<file path="src/rtl/ifu_pc_gen.sv">
// Fetch-side PC generator.
// Issues sequential or redirected fetch addresses and records every issued PC
// in a small in-order FIFO. Memory responses are paired with the FIFO head and
// forwarded to the branch predictor. Responses that belong to fetches issued
// before a redirect (BPU taken or EXU flush) are counted in kill_cnt_reg and
// silently drained.
module ifu_pc_gen #(
    parameter int            AW        = 32,
    parameter logic [AW-1:0] RESET_PC  = AW'(32'h8000_0000),
    parameter int            OST_DEPTH = 2
) (
    input  logic          clk,
    input  logic          rst,
    // fetch request to memory
    output logic          pc_req_vld_o,
    input  logic          pc_req_rdy_i,
    output logic [AW-1:0] pc_req_addr_o,
    // instruction return from memory
    input  logic          mem_rsp_vld_i,
    output logic          mem_rsp_rdy_o,
    input  logic [31:0]   mem_rsp_ins_i,
    // PC + instruction towards the BPU
    output logic          pc_rsp_vld_o,
    input  logic          pc_rsp_rdy_i,
    output logic [AW-1:0] pc_rsp_pc_o,
    output logic [31:0]   pc_rsp_ins_o,
    // BPU predicted-taken redirect
    input  logic          bpu_taken_i,
    input  logic [AW-1:0] bpu_jump_op1_i,
    input  logic [AW-1:0] bpu_jump_op2_i,
    // EXU flush redirect
    input  logic          flush_vld_i,
    input  logic [AW-1:0] flush_pc_i
);

    localparam int CW = $clog2(OST_DEPTH + 1);
    localparam int PW = (OST_DEPTH > 1) ? $clog2(OST_DEPTH) : 1;

    // ------------------------------------------------------------------
    // State
    // ------------------------------------------------------------------
    logic [AW-1:0] pc_reg;
    logic [AW-1:0] ost_mem [OST_DEPTH];
    logic [PW-1:0] wr_ptr_reg;
    logic [PW-1:0] rd_ptr_reg;
    logic [CW-1:0] ost_cnt_reg;
    logic [CW-1:0] kill_cnt_reg;
    logic          ign_bpu_reg;

    // ------------------------------------------------------------------
    // Combinational datapath
    // ------------------------------------------------------------------
    logic          ost_full;
    logic          use_bpu;
    logic [AW-1:0] bpu_tgt;
    logic          req_hs;
    logic          kill;
    logic          mem_hs;
    logic [CW-1:0] ost_cnt_after_pop;
    logic [PW-1:0] wr_ptr_next;
    logic [PW-1:0] rd_ptr_next;
    logic [OST_DEPTH-1:0] ost_wr_en;

    assign ost_full      = (ost_cnt_reg == CW'(OST_DEPTH));
    assign bpu_tgt       = bpu_jump_op1_i + bpu_jump_op2_i;
    // A flush captured a taken flag that still refers to the old path;
    // that target must not be used on the first post-flush request.
    assign use_bpu       = bpu_taken_i & ~ign_bpu_reg;

    assign pc_req_vld_o  = ~rst & ~flush_vld_i & ~ost_full;
    assign pc_req_addr_o = use_bpu ? bpu_tgt : pc_reg;
    assign req_hs        = pc_req_vld_o & pc_req_rdy_i;

    assign kill          = (kill_cnt_reg != '0);
    assign pc_rsp_vld_o  = ~rst & mem_rsp_vld_i & ~kill & ~flush_vld_i;
    assign mem_rsp_rdy_o = kill | flush_vld_i | pc_rsp_rdy_i;
    assign mem_hs        = mem_rsp_vld_i & mem_rsp_rdy_o;
    assign pc_rsp_pc_o   = ost_mem[rd_ptr_reg];
    assign pc_rsp_ins_o  = mem_rsp_ins_i;

    // Entries still outstanding after this cycle's pop, before this cycle's push:
    // exactly the fetches that become stale on a redirect.
    assign ost_cnt_after_pop = ost_cnt_reg - CW'(mem_hs);

    assign wr_ptr_next = (wr_ptr_reg == PW'(OST_DEPTH - 1)) ? '0 : wr_ptr_reg + 1'b1;
    assign rd_ptr_next = (rd_ptr_reg == PW'(OST_DEPTH - 1)) ? '0 : rd_ptr_reg + 1'b1;

    genvar gi;
    generate
        for (gi = 0; gi < OST_DEPTH; gi++) begin : g_ost_wr_en
            assign ost_wr_en[gi] = req_hs & (wr_ptr_reg == PW'(gi));
        end
    endgenerate

    // Outstanding-PC storage: the accepted request address lands in the slot at wr_ptr.
    always_ff @(posedge clk) begin
        for (int i = 0; i < OST_DEPTH; i++) begin
            if (ost_wr_en[i]) begin
                ost_mem[i] <= pc_req_addr_o;
            end
        end
    end

    // FIFO pointers and occupancy; push on request handshake, pop on every memory handshake.
    always_ff @(posedge clk) begin
        if (rst) begin
            wr_ptr_reg  <= '0;
            rd_ptr_reg  <= '0;
            ost_cnt_reg <= '0;
        end else begin
            if (req_hs) begin
                wr_ptr_reg <= wr_ptr_next;
            end
            if (mem_hs) begin
                rd_ptr_reg <= rd_ptr_next;
            end
            case ({req_hs, mem_hs})
                2'b10:   ost_cnt_reg <= ost_cnt_reg + 1'b1;
                2'b01:   ost_cnt_reg <= ost_cnt_reg - 1'b1;
                default: ost_cnt_reg <= ost_cnt_reg;
            endcase
        end
    end

    // Next sequential PC: flush target wins, otherwise follow the issued address.
    always_ff @(posedge clk) begin
        if (rst) begin
            pc_reg <= RESET_PC;
        end else if (flush_vld_i) begin
            pc_reg <= flush_pc_i;
        end else if (req_hs) begin
            pc_reg <= pc_req_addr_o + AW'(4);
        end
    end

    // Stale-response counter: loaded on any redirect, drained by dropped responses.
    always_ff @(posedge clk) begin
        if (rst) begin
            kill_cnt_reg <= '0;
        end else if (flush_vld_i) begin
            kill_cnt_reg <= ost_cnt_after_pop;
        end else if (req_hs && use_bpu) begin
            kill_cnt_reg <= ost_cnt_after_pop;
        end else if (mem_hs && kill) begin
            kill_cnt_reg <= kill_cnt_reg - 1'b1;
        end
    end

    // Ignore a taken flag that was already up when a flush arrived, until the next request.
    always_ff @(posedge clk) begin
        if (rst) begin
            ign_bpu_reg <= 1'b0;
        end else if (flush_vld_i) begin
            ign_bpu_reg <= bpu_taken_i;
        end else if (req_hs) begin
            ign_bpu_reg <= 1'b0;
        end
    end

endmodule
</file>
<file path="config.mk">
export PLATFORM = sky130hd
export DESIGN_NAME = ifu_pc_gen
export DESIGN_NICKNAME = d
export VERILOG_FILES = /design/src/rtl/ifu_pc_gen.sv
export SDC_FILE = /design/constraint.sdc
export NUM_CORES = 1
export LEC_CHECK = 0
export CORE_UTILIZATION = 45
export CTS_BUF_LIST = sky130_fd_sc_hd__clkbuf_8
export DETAILED_ROUTE_END_ITERATION = 10
export DONT_BUFFER_PORTS = 1
export PLACE_DENSITY_LB_ADDON = 0.08
export SLEW_MARGIN = 10
export SYNTH_ARGS = -nofsm -noshare
export SYNTH_HDL_FRONTEND = slang
export SYNTH_SLANG_ARGS = --single-unit
export TNS_END_PERCENT = 1
</file>
<file path="constraint.sdc">
create_clock -name clk -period 3.4 [get_ports clk]
set_clock_uncertainty 0.1 [all_clocks]
set_input_delay 0.34 -clock clk [delete_from_list [all_inputs] [get_ports clk]]
set_output_delay 0.34 -clock clk [all_outputs]
set_load 0.1 [all_outputs]
</file>
==> flow_summary.yaml, run 1 <==
global_routing:
  grt_pass1_wl_um: 31200
  use_met1: 0.332
  antenna_found_initial: 1
  top_usage_layer: "met2"
  overflow: 0
  grt.met3_usage: 0.0488
  grt_usage: 0.237
  grt_max_degree: 51
  grtUsageMet2: 0.368
  grt_pass1_vias: 5832
pwr:
  clkPwrFrac: 0.183
  peakVddDrop_mv: 0.211
  seqPwrFrac: 0.347
  fin_total_pwr_mw: 4.21
  power_density_nw_per_um2: 484
  netSwitchingPower_mw: 1.88
  power_frac_comb: 0.470
  p_int_mw: 2.33
  switching_share: 0.447
  leakagePower_nw: 3.33
flow_run:
  max-cap-violations: 0
finish:
  final_cell_area_um2: 8700
  multi_input_area_um2: 4360
  fillCellCount: 1508
  syn_to_final_growth_pct: 17.7
  largest_reg_flops: 64
  seq_area_um2: 2720
  finalNetCount: 1001
  drive_gt1_frac: 0.275
  finalNonFillerCells: 1052
  final_util: 0.546
sta:
  final_hold_viol_count: 0
  worst_pin_slew_ns: 0.586
  holdWs_ns: 0.0345
  setup_viol: 0
  fin_crit_sh: 0.986
  fmax_mhz: 298
  rsz0062_at_grt: "yes"
  tns_ns: 0
  slew_violations: 0
  slew_headroom: 0.610
  fin_crit_ns: 3.35
  setup_ws_ns: 0.0478
synth:
  syn_nets: 944
  synth_warnings: 0
  yosysSeqAreaShare: 0.368
  synth_seq_cells: 104
  async_reset_ff_frac: 0
  postSynthCellCount: 773
  synth_cell_types: 96
  synth_edf_count: 64
  yosys_most_used_dff: "edfxtp_1"
  netlist_area_um2: 7390
  avgSynthCellArea_um2: 9.57
setup_path:
  cp_slowest_stage_delay_ns: 0.36
  criticalPathCategory: "primary input to primary output"
  slowest_stage: "a211oi_1"
  path_cells: "ha_1 -> a211oi_1 -> o21bai_1 -> a221oi_2 -> and4_1 -> o31ai_1 -> a21oi_1 -> xnor2_2 -> mux2i_1 -> inv_1 -> buf_12"
  start_kind: "primary input"
  required_ns: 2.96
  arrival_ns: 2.91
  critical_path.endpoint_type: "primary output"
  cp_max_fo: 6
cts:
  cts_tree: "built"
  clockBufferDepth: 2
  htreeDepth: 3
  ctsRootBufferMaster: "clkbuf_8"
  postCtsSetupBuffers: 0
  cts.sinks: 104
  insertion_delay_ns: 0.37
  clkTransAtPathRegs_ns: 0.10
  cts-buffers-inserted: 9
placed_design:
  dp_hpwl_um: 15600
  gp_congestion: 0.870
  postPlaceCellArea_um2: 8440
  placedCellCount: 1033
  pre_cts_ws_ns: -0.118
  port-buffer-count: 0
detailed_routing:
  routed_wirelength_um: 20200
  dr.first_iter.drc_count: 378
  dr_total_vias: 6090
  drc_errors: 0
  via_per_inst: 5.79
  detail_route.wl_per_cell_um: 19.2
  ant_nets: 0
  drt-pass1-iter-count: 5
floorplanning:
  die_y_um: 130
  dieArea_um2: 16900
  die_w_um: 130
  pin_count: 234
  initial_core_util: 0.464
  core.rowCount: 46
  core_um2: 15900
outcome:
  status: "completed"
hold_path:
  hp-class: "primary input to flip-flop"
[critical path: cells and delay by family]
family | cells | cell delay (ns)
AOI/OAI and AO/OA | 5 | 1.21
adders and majority gates | 1 | 0.34
and+or+nand+nor | 1 | 0.31
xor gates and xnor gates | 1 | 0.18
muxes | 1 | 0.15
buffers and inverters | 2 | 0.37
[what timing repair did]
item	CTS	global route
endpoints found under the setup margin	2	8
hold buffers	2	0
gates resized for setup	2	8
pin swaps	0	2
hold endpoints to repair	40	0
[power by group through the flow]
stage | Clock [mW] | Combinational (mW) | Sequential [mW]
global placement | 0 | 1.93 | 1.49
finish | 0.768 | 1.98 | 1.46
global route | 0.827 | 2.09 | 1.47
detailed placement | 0 | 1.95 | 1.49
CTS | 0.785 | 1.97 | 1.46
floorplan | 0 | 1.65 | 1.48
[cell usage in the layout (no fill, tap or decap), drive strengths merged, types with 6 or more instances in the layout]
master    n
or3       7
dfxtp    40
nand3    20
a21o     14
a22oi    27
nand3b    7
a211oi   10
nor2     36
nor3b     9
xor2     11
buf     117
xnor2    29
and3      7
a21oi    55
o31ai    13
ha       35
edfxtp   64
o22ai    10
o21a      9
o21ai    28
a31oi     9
nand2    84
nand4     8
mux2     33
and2     12
nor3     17
clkbuf   10
inv      25
a221oi    6
[layout make-up]
class,count,area share
flip-flops and latches,104,0.313
multi-input cells,576,0.501
well taps,216,0.0311
repair buffers,118,0.123
diodes,1,0.000288
inverters,21,0.00949
clock inverters,6,0.00647
clock buffers,10,0.0158
[metal layers]
metal  up-vias  share of wire
met5         -              0
met4         0          0.016
met3        40          0.066
met2       186           0.45
met1      2870           0.47
li1       2994              -
[cells by family (layout without fill, tap and decap cells)]
kind of cell,after synthesis,count (layout),share of synthesized area
compound gates,227,227,0.226
xor+xnor,40,40,0.0474
fa+ha+maj,36,36,0.0619
buf+inv,93,155,0.0672
flops,104,104,0.368
mux,35,35,0.0530
other cells,0,1,0
simple gates,238,238,0.177
[synthesized netlist by cell type, types with 6 or more instances]
cell / number / area share
a211oi_1: 9 / 0.0091
a21o_1: 14 / 0.014
a21oi_1: 53 / 0.036
a22oi_1: 27 / 0.027
a31oi_1: 8 / 0.0068
and2_1: 12 / 0.010
and3_1: 6 / 0.0051
buf_2: 7 / 0.0047
buf_4: 35 / 0.036
clkbuf_1: 24 / 0.012
dfxtp_1: 40 / 0.11
edfxtp_1: 64 / 0.26
ha_1: 35 / 0.059
inv_1: 20 / 0.010
mux2_2: 33 / 0.050
nand2_1: 84 / 0.043
nand3_1: 20 / 0.014
nand3b_1: 7 / 0.0071
nor2_1: 36 / 0.018
nor3_1: 17 / 0.012
nor3b_1: 7 / 0.0071
o21a_1: 9 / 0.0091
o21ai_0: 19 / 0.013
o22ai_1: 10 / 0.0085
o31ai_1: 8 / 0.0081
or3_1: 7 / 0.0059
xnor2_1: 29 / 0.034
xor2_1: 11 / 0.013
[path summary, 6_finish.rpt]
path                          start           endpoint  slack, ns  cells past startpoint
hold reg to reg           pc_reg[1]          pc_reg[1]       0.38                      2
setup reg to reg        ign_bpu_reg         pc_reg[31]       0.48                     11
setup / recovery  bpu_jump_op1_i[6]  pc_req_addr_o[25]       0.05                     11
hold / removal        flush_pc_i[2]          pc_reg[2]       0.03                      2
Power figures use the tool's default switching activity.
==> inputs of run 2 (changes only) <==
==> constraint.sdc (replaced) <==
create_clock -name clk -period 2.9 [get_ports clk]
set_clock_uncertainty 0.1 [all_clocks]
set_input_delay 0.29 -clock clk [delete_from_list [all_inputs] [get_ports clk]]
set_output_delay 0.29 -clock clk [all_outputs]
set_load 0.1 [all_outputs]
==> flow_summary.yaml, run 2 (synthesis results as in run 1) <==
cts:
  htreeDepth: 3
  insertion_delay_ns: 0.37
  clockBufferDepth: 2
  clkTransAtPathRegs_ns: 0.11
  cts.sinks: 104
  ctsRootBufferMaster: "clkbuf_8"
  cts_tree: "built"
  cts-buffers-inserted: 9
detailed_routing:
  via_per_inst: 5.74
  dr_total_vias: 6517
  ant_nets: 0
  drt-pass1-iter-count: 7
  routed_wirelength_um: 21900
  detail_route.wl_per_cell_um: 19.3
  dr.first_iter.drc_count: 417
  drc_errors: 0
pwr:
  fin_total_pwr_mw: 5.22
  leakagePower_nw: 3.85
  power_density_nw_per_um2: 527
  peakVddDrop_mv: 0.250
floorplanning:
  core.rowCount: 46
  die_w_um: 130
  dieArea_um2: 16900
  pin_count: 234
  core_um2: 15900
  initial_core_util: 0.464
  die_y_um: 130
global_routing:
  overflow: 0
  antenna_found_initial: 1
  grt_pass1_vias: 6288
  grt_max_degree: 42
  grt_usage: 0.253
  grt_pass1_wl_um: 33100
hold_path:
  holdPathStages: 2
  min_to: "pc_reg[12]"
  hp-class: "primary input to flip-flop"
  hold_start: "flush_pc_i[12]"
sta:
  fin_crit_sh: 1.02
  fmax_mhz: 339
  fin_crit_ns: 2.95
  slew_violations: 0
  rsz0062_at_grt: "yes"
  setup_ws_ns: -0.0493
  final_hold_viol_count: 0
  slew_headroom: 0.533
  setup_viol: 8
  worst_pin_slew_ns: 0.699
setup_path:
  r2r_end: "pc_reg[28]"
  r2r_start: "ign_bpu_reg"
  arrival_ns: 2.56
  rr_worst_depth: 11
  crit_start: "bpu_jump_op1_i[0]"
  cp_max_fo: 4
  required_ns: 2.51
  r2r_setup_slack_ns: 0.09
  criticalPathCategory: "primary input to primary output"
  critical_path.endpoint_type: "primary output"
  start_kind: "primary input"
finish:
  syn_to_final_growth_pct: 34.1
  drive_gt1_frac: 0.406
  fillCellCount: 1384
  final_cell_area_um2: 9910
  final_util: 0.622
  finalNonFillerCells: 1135
  largest_reg_flops: 64
  final_common_cell: "buf_4"
  finalNetCount: 1084
  layout_common_cells: "buf_4 (164), nand2_1 (81), edfxtp_1 (64)"
placed_design:
  dp_hpwl_um: 16300
  placedCellCount: 1095
  port-buffer-count: 0
  postPlaceCellArea_um2: 8950
  gp_congestion: 0.874
flow_run:
  max-cap-violations: 0
outcome:
  violations: "negative setup slack"
  status: "complete, but fails checks"
-- run 2: cell types whose count changed in the layout (fill, tap and decap cells not counted), moves of 4 or more --
cell,change
o31ai_2,+4
ha_4,+10
buf_6,+5
a21oi_2,+6
xnor2_2,+4
a21oi_1,-6
xnor2_1,-4
nor3_1,-4
buf_12,+7
ha_1,-13
dlygate4sd3_1,+8
o31ai_1,-5
buf_4,+62
-- run 2: area by class of cell --
| cell class | instances | area, µm² | area share |
|---|---|---|---|
| multi-input combinational | 576 | 4830 | 0.488 |
| antenna | 1 | 2.50 | 0.000252 |
| clock inverter | 7 | 52.6 | 0.00530 |
| sequential | 104 | 2720 | 0.275 |
| tap | 216 | 270 | 0.0273 |
| inverter | 21 | 82.6 | 0.00833 |
| clock buffer | 9 | 124 | 0.0125 |
| timing repair buffer | 201 | 1820 | 0.184 |
-- run 2: how the worst max path moves through the flow --
stage,to
4_1_cts,pc_req_addr_o[28]
5_1_grt,pc_req_addr_o[26]
3_5_place_dp,pc_reg[30]
3_3_place_gp,pc_reg[30]
2_1_floorplan,pc_reg[31]
6_report,pc_req_addr_o[30]
-- run 2: power by group --
part / switching, mW / internal, mW
combinational: 1.73 / 0.934
clock: 0.523 / 0.322
sequential: 0.0415 / 1.67
total: 2.29 / 2.93
-- run 2: critical path, cell delays in order --
cell	delay, ns
ha_4	0.15
inv_2	0.05
fa_2	0.23
nor2b_4	0.06
o211a_4	0.27
o311a_4	0.34
o21ai_4	0.16
a211oi_2	0.09
buf_4	0.16
nor3_4	0.16
nor3_1	0.06
nand3b_1	0.29
buf_12	0.25
-- run 2: timing repair --
item | 4_1_cts | 5_1_grt
buffers inserted | 7 | 7
hold endpoints to repair | 40 | 0
hold buffers | 10 | 0
setup endpoints to repair | 30 | 36
resized for setup | 54 | 64
pin swaps | 16 | 30
-- run 2: layer usage --
metal  global-route usage  up-vias  share of wire
met1                0.339     3072           0.45
met3               0.0480       57          0.070
met2                0.401      218           0.46
met4               0.0992        0          0.025
met5                    0        -              0
li1                     -     3170              -
-- run 2: per-stage QoR --
| stage | hold WS [ns] | setup WS [ns] | TNS (ns) |
|---|---|---|---|
| 6_report | 0.0285 | -0.0493 | -0.176 |
| 5_1_grt | 0.0108 | -0.168 | -1.80 |
| 4_1_cts | 0.00769 | -0.137 | -1.01 |
| 3_5_place_dp | 0.272 | -0.632 | -14.93 |
| 3_3_place_gp | 0.270 | -0.637 | -13.75 |
| 2_1_floorplan | 0.334 | -1.15 | -94.51 |
==> inputs of run 3 (changes only) <==
--- a/config.mk
+++ b/config.mk
@@ -9,6 +9,7 @@
 export CTS_BUF_LIST = sky130_fd_sc_hd__clkbuf_8
 export DETAILED_ROUTE_END_ITERATION = 10
 export DONT_BUFFER_PORTS = 1
+export GPL_TIMING_DRIVEN = 0
 export PLACE_DENSITY_LB_ADDON = 0.08
 export SLEW_MARGIN = 10
 export SYNTH_ARGS = -nofsm -noshare
==> flow_summary.yaml, run 3 (synthesis results as in run 1) <==
sta:
  slew_violations: 0
  slew_headroom: 0.120
  tns_ns: -23.59
  fin_crit_sh: 1.31
  holdWs_ns: 0.0218
  setup_viol: 45
  rsz0062_at_grt: "yes"
  worst_pin_slew_ns: 1.32
  fmax_mhz: 262
  setup_ws_ns: -0.912
  fin_crit_ns: 3.81
  final_hold_viol_count: 0
cts:
  cts-buffers-inserted: 9
  htreeDepth: 3
  cts_tree: "built"
  insertion_delay_ns: 0.38
  ctsRootBufferMaster: "clkbuf_8"
  cts.sinks: 104
  clockBufferDepth: 2
  clkTransAtPathRegs_ns: 0.11
pwr:
  netSwitchingPower_mw: 2.44
  seqPwrFrac: 0.338
  fin_total_pwr_mw: 5.08
  power_frac_comb: 0.492
  switching_share: 0.481
  leakagePower_nw: 3.26
  peakVddDrop_mv: 0.246
  power_density_nw_per_um2: 564
  p_int_mw: 2.63
  clkPwrFrac: 0.170
setup_path:
  start_kind: "flip-flop"
  required_ns: 3.06
  crit_top_cell: "buf_12"
  slowest_stage: "o31ai_4"
  critical_path.endpoint_type: "flip-flop"
  r2r_start: "ign_bpu_reg"
  criticalPathCategory: "flip-flop to flip-flop"
  crit_start: "ign_bpu_reg"
  arrival_ns: 3.97
  path_cells: "nand2b_4 -> buf_12 -> buf_12 -> o31ai_4 -> ha_2 -> and3_4 -> and2_4 -> and4bb_1 -> buf_6 -> nand4_4 -> nor4b_4 -> xnor2_1 -> o22ai_1"
  cp_slowest_stage_delay_ns: 1.05
  cp_max_fo: 9
detailed_routing:
  dr_total_vias: 6342
  routed_wirelength_um: 22200
  dr.first_iter.drc_count: 386
  via_per_inst: 6.05
  drc_errors: 0
  ant_nets: 0
  detail_route.wl_per_cell_um: 21.2
  drt-pass1-iter-count: 6
placed_design:
  port-buffer-count: 0
  postPlaceCellArea_um2: 8040
  gp_congestion: 0.854
  placedCellCount: 1001
  dp_hpwl_um: 16900
global_routing:
  grt_usage: 0.255
  grt_pass1_wl_um: 32800
  overflow: 0
  grt_max_degree: 33
  antenna_found_initial: 1
  grt_pass1_vias: 5884
outcome:
  status: "complete, but fails checks"
  violations: "negative setup slack"
floorplanning:
  initial_core_util: 0.464
  die_y_um: 130
  dieArea_um2: 16900
  die_w_um: 130
  core.rowCount: 46
  pin_count: 234
  core_um2: 15900
flow_run:
  max-cap-violations: 0
finish:
  final_common_cell: "nand2_1"
  final_cell_area_um2: 9000
  syn_to_final_growth_pct: 21.7
  largest_reg_flops: 64
  finalNetCount: 998
  finalNonFillerCells: 1049
  layout_common_cells: "nand2_1 (78), edfxtp_1 (64), buf_4 (55)"
  drive_gt1_frac: 0.284
hold_path:
  hold_start: "flush_pc_i[30]"
  hp-class: "primary input to flip-flop"
==> run 3: cell types whose count changed in the layout (fill, tap and decap cells not counted), moves of 5 or more <==
cell      previous run  this run
buf_16               0         8
clkbuf_1             0        18
o31ai_1              0         5
buf_4              164        55
o21ai_2              7         2
buf_12              21         2
a21oi_2              9         4
ha_4                10         4
buf_1                0         9
==> run 3: power by group through the flow <==
stage | registers, mW | logic, mW | clock network, mW
final | 1.72 | 2.50 | 0.865
after CTS | 1.71 | 2.39 | 0.868
after global placement | 1.75 | 2.19 | 0
after global routing | 1.72 | 2.61 | 0.925
after floorplan | 1.74 | 1.93 | 0
after detailed placement | 1.75 | 2.30 | 0
==> run 3: cell type report <==
cell class	instances	area (µm²)
Clock inverter	7	53.8
Multi-Input combinational cell	576	4740
Timing Repair Buffer	45	503
Fill cell	1429	6940
Clock buffer	9	124
Sequential cell	104	2720
Buffer	70	497
Tap cell	216	270
Antenna cell	1	2.50
Inverter	21	90.1
==> run 3: per-layer routing <==
metal	part of all wire	routed length (µm)	GRT usage
met1	0.44	9740	0.341
met2	0.47	10400	0.418
met3	0.075	1660	0.0508
met4	0.019	425	0.0725
met5	0	0	0
==> run 3: metrics by stage <==
stage | setup WS, ns | util
after floorplan | -1.15 | -
final | -0.912 | 0.565
after detailed placement | -1.77 | 0.504
after global placement | -1.92 | 0.487
after CTS | -0.978 | 0.543
after global routing | -1.00 | 0.564
==> run 3: final timing paths <==
kind                                   end  slack [ns]  depth (start not counted)
worst max-delay path            pc_reg[30]       -0.91                         13
worst min-delay path            pc_reg[30]        0.02                          2
worst max register to register  pc_reg[30]       -0.91                         13
worst min register to register   pc_reg[1]        0.37                          2
==> run 3: critical path, delay by kind of cell, from the launching register on <==
| family | cells | cell delay, ns |
|---|---|---|
| xor+xnor | 1 | 0.16 |
| compound gates | 2 | 1.16 |
| flops | 1 | 0.35 |
| simple gates | 6 | 1.12 |
| buf+inv | 3 | 0.38 |
| fa+ha+maj | 1 | 0.42 |
==> run 3: repair_timing <==
action	4_1_cts	5_1_grt
gates resized for setup	73	38
endpoints found under the setup margin	134	84
pin swaps	23	25
buffers inserted	11	13
endpoints found under the hold margin	5	0
hold buffers	5	0
